`config.mk`:
```
export PLATFORM = sky130hd
export DESIGN_NAME = register_bank_wb
export DESIGN_NICKNAME = d
export VERILOG_FILES = /design/src/rtl/ev22_pkg.sv /design/src/rtl/port_sync.sv /design/src/rtl/register_bank_wb.sv
export SDC_FILE = /design/constraint.sdc
export NUM_CORES = 1
export LEC_CHECK = 0
export ABC_AREA = 1
export BUFFER_PORTS_ARGS = -buffer_cell sky130_fd_sc_hd__buf_4
export CORE_AREA = 2 2 242 244
export CTS_CLUSTER_SIZE = 10
export DETAILED_ROUTE_END_ITERATION = 10
export DIE_AREA = 0 0 244 246
export HOLD_SLACK_MARGIN = 0.03
export PLACE_DENSITY_LB_ADDON = 0.12
export RECOVER_POWER = 25
export SLEW_MARGIN = 20
export SYNTH_ARGS = -nofsm -noshare
export SYNTH_HDL_FRONTEND = slang
export SYNTH_SLANG_ARGS = --single-unit
export TNS_END_PERCENT = 30
```
`constraint.sdc`:
```
create_clock -name clk -period 2.15 [get_ports clk]
set_clock_uncertainty 0.15 [all_clocks]
set_input_delay 0.5375 -clock clk [delete_from_list [all_inputs] [get_ports clk]]
set_output_delay 0.5375 -clock clk [all_outputs]
set_load 0.02 [all_outputs]
```
`src/rtl/ev22_pkg.sv`:
```
// Shared EV22 register-bank constants and the write-address legality check.
// The write-back decoder uses the same is_writable() function.
package ev22_pkg;

    localparam int DATA_W = 16;
    localparam int SEL_W  = 6;
    localparam int NUM_GP = 28;

    localparam logic [SEL_W-1:0] ADDR_PI0  = 6'd28;
    localparam logic [SEL_W-1:0] ADDR_PI1  = 6'd29;
    localparam logic [SEL_W-1:0] ADDR_PO0  = 6'd30;
    localparam logic [SEL_W-1:0] ADDR_PO1  = 6'd31;
    localparam logic [SEL_W-1:0] ADDR_R32  = 6'd32;
    localparam logic [SEL_W-1:0] ADDR_R33  = 6'd33;
    localparam logic [SEL_W-1:0] ADDR_WREG = 6'd34;

    // Input ports are read-only, and nothing above the Working Register is mapped.
    function automatic logic is_writable(input logic [SEL_W-1:0] sel);
        return (sel <= ADDR_WREG) && (sel != ADDR_PI0) && (sel != ADDR_PI1);
    endfunction

endpackage

```
`src/rtl/port_sync.sv`:
```
// Input-port capture for PI0/PI1: two flops when INPUT_SYNC_EN is defined,
// a single capture flop otherwise (only for ports known synchronous to clk).
module port_sync
    import ev22_pkg::*;
(
    input  logic              clk,
    input  logic              reset_n,
    input  logic [DATA_W-1:0] port_in,
    output logic [DATA_W-1:0] port_q
);

`ifdef INPUT_SYNC_EN
    logic [DATA_W-1:0] meta_q;

    always_ff @(posedge clk or negedge reset_n) begin
        if (!reset_n) begin
            meta_q <= '0;
            port_q <= '0;
        end else begin
            meta_q <= port_in;
            port_q <= meta_q;
        end
    end
`else
    always_ff @(posedge clk or negedge reset_n) begin
        if (!reset_n) begin
            port_q <= '0;
        end else begin
            port_q <= port_in;
        end
    end
`endif

endmodule

```
`src/rtl/register_bank_wb.sv`:
```
// EV22 register bank and write-back stage feeding the operand-select mux.
// Build option: INPUT_SYNC_EN selects a 2-flop synchronizer on Port_In_0/1.
module register_bank_wb
    import ev22_pkg::*;
(
    input  logic              clk,
    input  logic              reset_n,
    input  logic [SEL_W-1:0]  Sel_C,
    input  logic              Write_En,
    input  logic [DATA_W-1:0] Data_C,
    input  logic              Clear_Err,
    input  logic [DATA_W-1:0] Port_In_0,
    input  logic [DATA_W-1:0] Port_In_1,
    output logic [DATA_W-1:0] Port_Out_0,
    output logic [DATA_W-1:0] Port_Out_1,
    output logic [DATA_W-1:0] r0,
    output logic [DATA_W-1:0] r1,
    output logic [DATA_W-1:0] r2,
    output logic [DATA_W-1:0] r3,
    output logic [DATA_W-1:0] r4,
    output logic [DATA_W-1:0] r5,
    output logic [DATA_W-1:0] r6,
    output logic [DATA_W-1:0] r7,
    output logic [DATA_W-1:0] r8,
    output logic [DATA_W-1:0] r9,
    output logic [DATA_W-1:0] r10,
    output logic [DATA_W-1:0] r11,
    output logic [DATA_W-1:0] r12,
    output logic [DATA_W-1:0] r13,
    output logic [DATA_W-1:0] r14,
    output logic [DATA_W-1:0] r15,
    output logic [DATA_W-1:0] r16,
    output logic [DATA_W-1:0] r17,
    output logic [DATA_W-1:0] r18,
    output logic [DATA_W-1:0] r19,
    output logic [DATA_W-1:0] r20,
    output logic [DATA_W-1:0] r21,
    output logic [DATA_W-1:0] r22,
    output logic [DATA_W-1:0] r23,
    output logic [DATA_W-1:0] r24,
    output logic [DATA_W-1:0] r25,
    output logic [DATA_W-1:0] r26,
    output logic [DATA_W-1:0] r27,
    output logic [DATA_W-1:0] r28,
    output logic [DATA_W-1:0] r29,
    output logic [DATA_W-1:0] r32,
    output logic [DATA_W-1:0] r33,
    output logic [DATA_W-1:0] Working_Register,
    output logic              Illegal_Write
);

    logic [DATA_W-1:0] gp_q [NUM_GP];
    logic [DATA_W-1:0] po0_q, po1_q, r32_q, r33_q, wreg_q;
    logic              illegal_q;
    logic              wr_ok;
    logic              wr_bad;

    assign wr_ok  = Write_En &&  is_writable(Sel_C);
    assign wr_bad = Write_En && !is_writable(Sel_C);

    always_ff @(posedge clk or negedge reset_n) begin
        if (!reset_n) begin
            for (int i = 0; i < NUM_GP; i++) gp_q[i] <= '0;
            po0_q  <= '0;
            po1_q  <= '0;
            r32_q  <= '0;
            r33_q  <= '0;
            wreg_q <= '0;
        end else if (wr_ok) begin
            for (int i = 0; i < NUM_GP; i++) begin
                if (Sel_C == SEL_W'(i)) gp_q[i] <= Data_C;
            end
            case (Sel_C)
                ADDR_PO0:  po0_q  <= Data_C;
                ADDR_PO1:  po1_q  <= Data_C;
                ADDR_R32:  r32_q  <= Data_C;
                ADDR_R33:  r33_q  <= Data_C;
                ADDR_WREG: wreg_q <= Data_C;
                default:   ;
            endcase
        end
    end

    // A new illegal write takes priority over a clear in the same cycle.
    always_ff @(posedge clk or negedge reset_n) begin
        if (!reset_n) begin
            illegal_q <= 1'b0;
        end else if (wr_bad) begin
            illegal_q <= 1'b1;
        end else if (Clear_Err) begin
            illegal_q <= 1'b0;
        end
    end

    port_sync u_sync_pi0 (.clk(clk), .reset_n(reset_n), .port_in(Port_In_0), .port_q(r28));
    port_sync u_sync_pi1 (.clk(clk), .reset_n(reset_n), .port_in(Port_In_1), .port_q(r29));

    assign r0  = gp_q[0];
    assign r1  = gp_q[1];
    assign r2  = gp_q[2];
    assign r3  = gp_q[3];
    assign r4  = gp_q[4];
    assign r5  = gp_q[5];
    assign r6  = gp_q[6];
    assign r7  = gp_q[7];
    assign r8  = gp_q[8];
    assign r9  = gp_q[9];
    assign r10 = gp_q[10];
    assign r11 = gp_q[11];
    assign r12 = gp_q[12];
    assign r13 = gp_q[13];
    assign r14 = gp_q[14];
    assign r15 = gp_q[15];
    assign r16 = gp_q[16];
    assign r17 = gp_q[17];
    assign r18 = gp_q[18];
    assign r19 = gp_q[19];
    assign r20 = gp_q[20];
    assign r21 = gp_q[21];
    assign r22 = gp_q[22];
    assign r23 = gp_q[23];
    assign r24 = gp_q[24];
    assign r25 = gp_q[25];
    assign r26 = gp_q[26];
    assign r27 = gp_q[27];

    assign Port_Out_0       = po0_q;
    assign Port_Out_1       = po1_q;
    assign r32              = r32_q;
    assign r33              = r33_q;
    assign Working_Register = wreg_q;
    assign Illegal_Write    = illegal_q;

endmodule

```
# ---- Yosys cells after proc, flatten, opt, wreduce, memory -nomap -nowiden
# Index checks and enable logic that the tools add are counted.
dict set report totals {
  input_bits 58
  regBits 561
  out_inout_bits 561
}
dict set report classes {
  reduce_logical 40
  magnitude_cmp 1
  muxes 2
  eq_ne 34
}
# cell count
set op_table {}
lappend op_table {{$eq 6x5->1 const B} 14}
lappend op_table {{$reduce_and 2->1} 33}
lappend op_table {{$eq 6x4->1 const B} 8}
lappend op_table {{$eq 6x3->1 const B} 4}
lappend op_table {{$eq 6x6->1 const B} 3}
lappend op_table {{$eq 6x2->1 const B} 2}
lappend op_table {{$ne 6x5->1 const B} 2}
lappend op_table {{$eq 6x1->1 const B} 1}
lappend op_table {{$le 6x6->1 const B} 1}
lappend op_table {{$logic_not 6->1} 1}
lappend op_table {{$logic_and 1x1->1} 4}
lappend op_table {{$mux 1} 2}
lappend op_table {{$reduce_bool 2->1} 1}
lappend op_table {{$logic_not 1->1} 1}

# ---- Depth between registers and ports, before layout
dict set report logic_depth {
  ltp_word 6
  ltp_mapped 12
}

# ---- By module
# From an unflattened synthesis, not the netlist that was laid out.
dict set report unflattened {
  hier_cells 2467
  area_unflattened_um2 22320.2
}
# mod instances cells_each area_each_um2
set modules_own_cells {}
lappend modules_own_cells {register_bank_wb 1 2435 21519.4}
lappend modules_own_cells {port_sync 2 16 400.4}

# ---- Least setup slack after synthesis
# No wires, ideal clock.
dict set report synth_path {
  kind {in2reg}
  from {input port Sel_C[1]}
  to {register gp_q, in the netlist r18[10]}
  setup_slack_ns 0.105
  required_ns 1.883
  setup_ns 0.117
  arrival_ns 1.778
  path_stages 12
  path_buffers 3
  path_cell_list {buf_4 -> inv_2 -> nor2_4 -> nand3_1 -> nand2_2 -> nand3_2 -> inv_2 -> buf_6 -> nand2_4 -> buf_2 -> nand2_1 -> nand2_1}
}
dict set report synth_via {
  elab_chain_cells 5
}
# item line_no
set synth_rtl {}
lappend synth_rtl {{start, declared} register_bank_wb.sv:8} ;# input logic [SEL_W-1:0] Sel_C,
lappend synth_rtl {{$le 6x6->1 or $ne 6x5->1 (tied branches)} ev22_pkg.sv:19} ;# return (sel <= ADDR_WREG) && (sel != ADDR_PI0) && (sel != ADDR_PI1);
lappend synth_rtl {{$logic_and 1x1->1 (2 in series)} ev22_pkg.sv:19}
lappend synth_rtl {{$logic_and 1x1->1} register_bank_wb.sv:58} ;# assign wr_ok = Write_En && is_writable(Sel_C);
lappend synth_rtl {{$reduce_and 2->1 (no source line) (*)} --}
lappend synth_rtl {{end signal, assigned by index} register_bank_wb.sv:71} ;# if (Sel_C == SEL_W'(i)) gp_q[i] <= Data_C;
lappend synth_rtl {{end, declared} register_bank_wb.sv:52} ;# logic [DATA_W-1:0] gp_q [NUM_GP];
# Every way passes the cells marked *; elsewhere a longest branch is shown, timed or not.
# A chain may end at the register's enable or synchronous reset.

# ---- Worst setup path after layout
dict set report layout_path {
  from {register gp_q, in the netlist r6[14]}
  to {output port r6[14]}
}
# item line_no
set layout_lines {}
lappend layout_lines {{end, declared} register_bank_wb.sv:22} ;# output logic [DATA_W-1:0] r6,
# No word-level cell between the ends.

==> results.yml <==
worst_setup_path:
  number_of_buffers_and_inverters_on_the_critical_path: 1
  timing.critical_path.from_type: "flop"
  worst_ep_arrival_time_ns: 1.20
  critPathTopFamily: "flip-flops"
  worstPathRequired_ns: 1.46
  crit_chain: "buf_4"
  timing.critical_path.fanout_max: 2
  r2r_slack_ns: 1.27
  path_class: "reg -> out"
  worst_path_largest_cell_delay_ns: 0.43
  r2r_start: "Working_Register[10]$_DFFE_PN0P_"
  end_kind: "primary output"
  timing.critical_path.from: "r6[14]$_DFFE_PN0P_"
  slowest_stage: "sky130_fd_sc_hd__dfrtp_1"
power:
  net_sw_share_pct: 29.5
  pwr-share-clk_pct: 37.6
  switchingPower_w: 0.00809
  peakVddDrop_mv: 0.602
  comb_power_share_pct: 18.0
  internal-power_w: 0.0193
  power_leakage_nw: 17.5
  power-per-cell-area_nw_per_um2: 880
  share_seq_of_total_power_pct: 44.3
  power.total_w: 0.0274
clock_tree:
  sink_count_of_the_clock_tree: 561
  clockBufferDepth: 3
  cts_buffers: 68
  cts_root_buf: "sky130_fd_sc_hd__clkbuf_16"
  insertion_delay_ns: 0.59
  cts_tree: "built"
  cts.reportedPaths.clkPinSlew_ns: 0.05
  h-tree-depth: 3
synth:
  post_synth_xor_area_fraction_pct: 0
  mappedNetlistNets: 2525
  yosys_warnings: 0
  netlist_area_sq_um: 22300
  synthMuxAreaShare_pct: 0
  yosys.area_share.adder_pct: 0
  synth-simple-area-share_pct: 32.0
  main_combinational_cell_family_by_area_after_synthesis: "simple AND/OR/NAND/NOR gates"
  share_of_synthesized_area_occupied_by_flip_flops_and_latches_pct: 62.9
  area_fraction_in_compound_gates_after_synthesis_pct: 0.583
  average_cell_area_after_synthesis_sq_um: 9.04
  synth_cell_type_count: 24
  synth_cells: 2467
  synth-seq-cells: 561
global_route:
  global_route.usage.total_pct: 28.3
  global_route.overflow_total: 0
  grt_first_pass_wirelength_um: 128000
  first_global_vias: 20100
  grt_max_degree: 77
  antenna_found_initial: 0
die:
  floorplan.initialDensity_pct: 38.9
  i_o_pin_count: 619
  y_dimension_of_the_die_um: 246
  die_w_um: 244
  fp_rows: 88
  fp.coreArea_sq_um: 57400
  die_area_sq_um: 60000
drt:
  antenna_left: 0
  routed_wl_um: 86300
  vias_post_dr: 20200
  vias_per_cell: 5.14
  initialDrtViolationCount: 1450
  drt-pass1-iter-count: 5
  wl_per_cell_um: 22.0
  route.detailed.drc: 0
final_layout:
  synthToLayoutAreaGrowth_pct: 39.8
  finalNetCount: 3199
  antenna_cells_inserted: 0
  utilization_pct: 54.3
  final_layout_size_suffix_gt1_share_pct: 28.6
  layout_commonest_cell: "sky130_fd_sc_hd__nand2_1"
  layout_common_cells: "1089 x sky130_fd_sc_hd__nand2_1, 648 x sky130_fd_sc_hd__buf_4, 561 x sky130_fd_sc_hd__dfrtp_1, 498 x sky130_fd_sc_hd__nand3_1, 71 x sky130_fd_sc_hd__clkbuf_16"
  layout.cell_area.non_filler_sq_um: 31200
sta:
  rsz_0062_raised_after_global_routing: "no"
  relSlewSlack_pct: 41.9
  slew_viol_final: 0
  hold_ws_ns: 0.147
  setup_viol_count_final: 0
  worst-slew-pin-transition_ns: 0.872
  fmax_mhz: 530
  totalNegativeSetupSlack_ns: 0
  timing.final.crit_period_ns: 1.89
  layout_worst_path_cycle_share_pct: 87.8
  final-hold-violation-count: 0
placement:
  gpl.final_weighted_congestion: 0.847
  dpl.hpwl_um: 57600
  total_cell_area_at_the_placement_stage_sq_um: 29000
  io_buffer_count: 618
hold_path:
  min-delay-start: "Data_C[13]"
  hold_path.class: "in -> reg"
status:
  run_status: "completed"
job:
  max-cap-violations: 0
[power by group through the flow]
stage	Combinational [W]	Sequential (W)	Clock (W)
global route	0.00529	0.0123	0.0109
floorplan	0.00110	0.0133	0
detailed placement	0.00494	0.0123	0
CTS	0.00500	0.0122	0.0105
global placement	0.00489	0.0123	0
finish	0.00494	0.0122	0.0103
[per-stage QoR]
| stage | cells | setup slack [ns] |
|---|---|---|
| after floorplan | 2467 | 0.105 |
| after global placement | 3802 | -0.0987 |
| after detailed placement | 3802 | -0.114 |
| after CTS | 3927 | 0.229 |
| after global routing | 3927 | 0.122 |
| final | 3927 | 0.263 |
[path summary, 6_finish.rpt]
| kind | endpoint | cells past startpoint |
|---|---|---|
| worst min register to register | r14[12]$_DFFE_PN0P_ | 2 |
| min in group asynchronous | Port_Out_1[13]$_DFFE_PN0P_ | 2 |
| worst max-delay path | r6[14] | 1 |
| max in group asynchronous | r10[7]$_DFFE_PN0P_ | 4 |
| worst max register to register | Working_Register[10]$_DFFE_PN0P_ | 3 |
| worst min-delay path | r32[13]$_DFFE_PN0P_ | 3 |
[metal layers]
layer	wire, um	vias up	track usage [%]
met5	0	-	0
met4	3210	0	11.3
met3	7210	167	7.67
met2	41700	822	45.9
met1	34200	10000	36.0
li1	-	9162	-
[area by class of cell]
type | instances | area (sq um)
Fill cell | 5249 | 26200
Inverter | 29 | 116
Clock buffer | 83 | 1840
Timing Repair Buffer | 795 | 6880
Sequential cell | 561 | 14000
Clock inverter | 8 | 73.8
Multi-Input combinational cell | 1686 | 7270
Tap cell | 765 | 957
[kinds of logic (layout without fill, tap and decap cells)]
| family | count (synthesis) | after routing |
|---|---|---|
| AO/OA/AOI/OAI | 18 | 18 |
| buffers and inverters | 220 | 915 |
| flip-flops | 561 | 561 |
| AND/OR/NAND/NOR | 1668 | 1668 |
[repair_timing]
item / 4_1_cts / 5_1_grt
hold endpoints to repair: 103 / 0
setup endpoints to repair: 0 / 0
hold buffers: 34 / 0
resized for setup: 0 / 0
buffers inserted: 0 / 0
[synth_stat cells]
| cell | instances | area [sq um] |
|---|---|---|
| sky130_fd_sc_hd__a21oi_1 | 1 | 5.00 |
| sky130_fd_sc_hd__buf_1 | 22 | 82.6 |
| sky130_fd_sc_hd__buf_2 | 109 | 546 |
| sky130_fd_sc_hd__buf_4 | 2 | 15.0 |
| sky130_fd_sc_hd__buf_6 | 3 | 33.8 |
| sky130_fd_sc_hd__clkbuf_1 | 46 | 173 |
| sky130_fd_sc_hd__clkbuf_2 | 9 | 45.0 |
| sky130_fd_sc_hd__clkinv_1 | 1 | 3.75 |
| sky130_fd_sc_hd__dfrtp_1 | 561 | 14000 |
| sky130_fd_sc_hd__inv_1 | 23 | 86.3 |
| sky130_fd_sc_hd__inv_2 | 5 | 18.8 |
| sky130_fd_sc_hd__nand2_1 | 1089 | 4090 |
| sky130_fd_sc_hd__nand2_2 | 25 | 156 |
| sky130_fd_sc_hd__nand2_4 | 10 | 113 |
| sky130_fd_sc_hd__nand3_1 | 498 | 2490 |
| sky130_fd_sc_hd__nand3_2 | 1 | 10.0 |
| sky130_fd_sc_hd__nand4_2 | 1 | 12.5 |
| sky130_fd_sc_hd__nor2_1 | 19 | 71.3 |
| sky130_fd_sc_hd__nor2_2 | 20 | 125 |
| sky130_fd_sc_hd__nor2_4 | 3 | 33.8 |
| sky130_fd_sc_hd__nor4_2 | 1 | 12.5 |
| sky130_fd_sc_hd__nor4_4 | 1 | 21.3 |
| sky130_fd_sc_hd__o21ai_0 | 1 | 5.00 |
| sky130_fd_sc_hd__o21bai_1 | 16 | 120 |
Power figures use the tool's default switching activity.
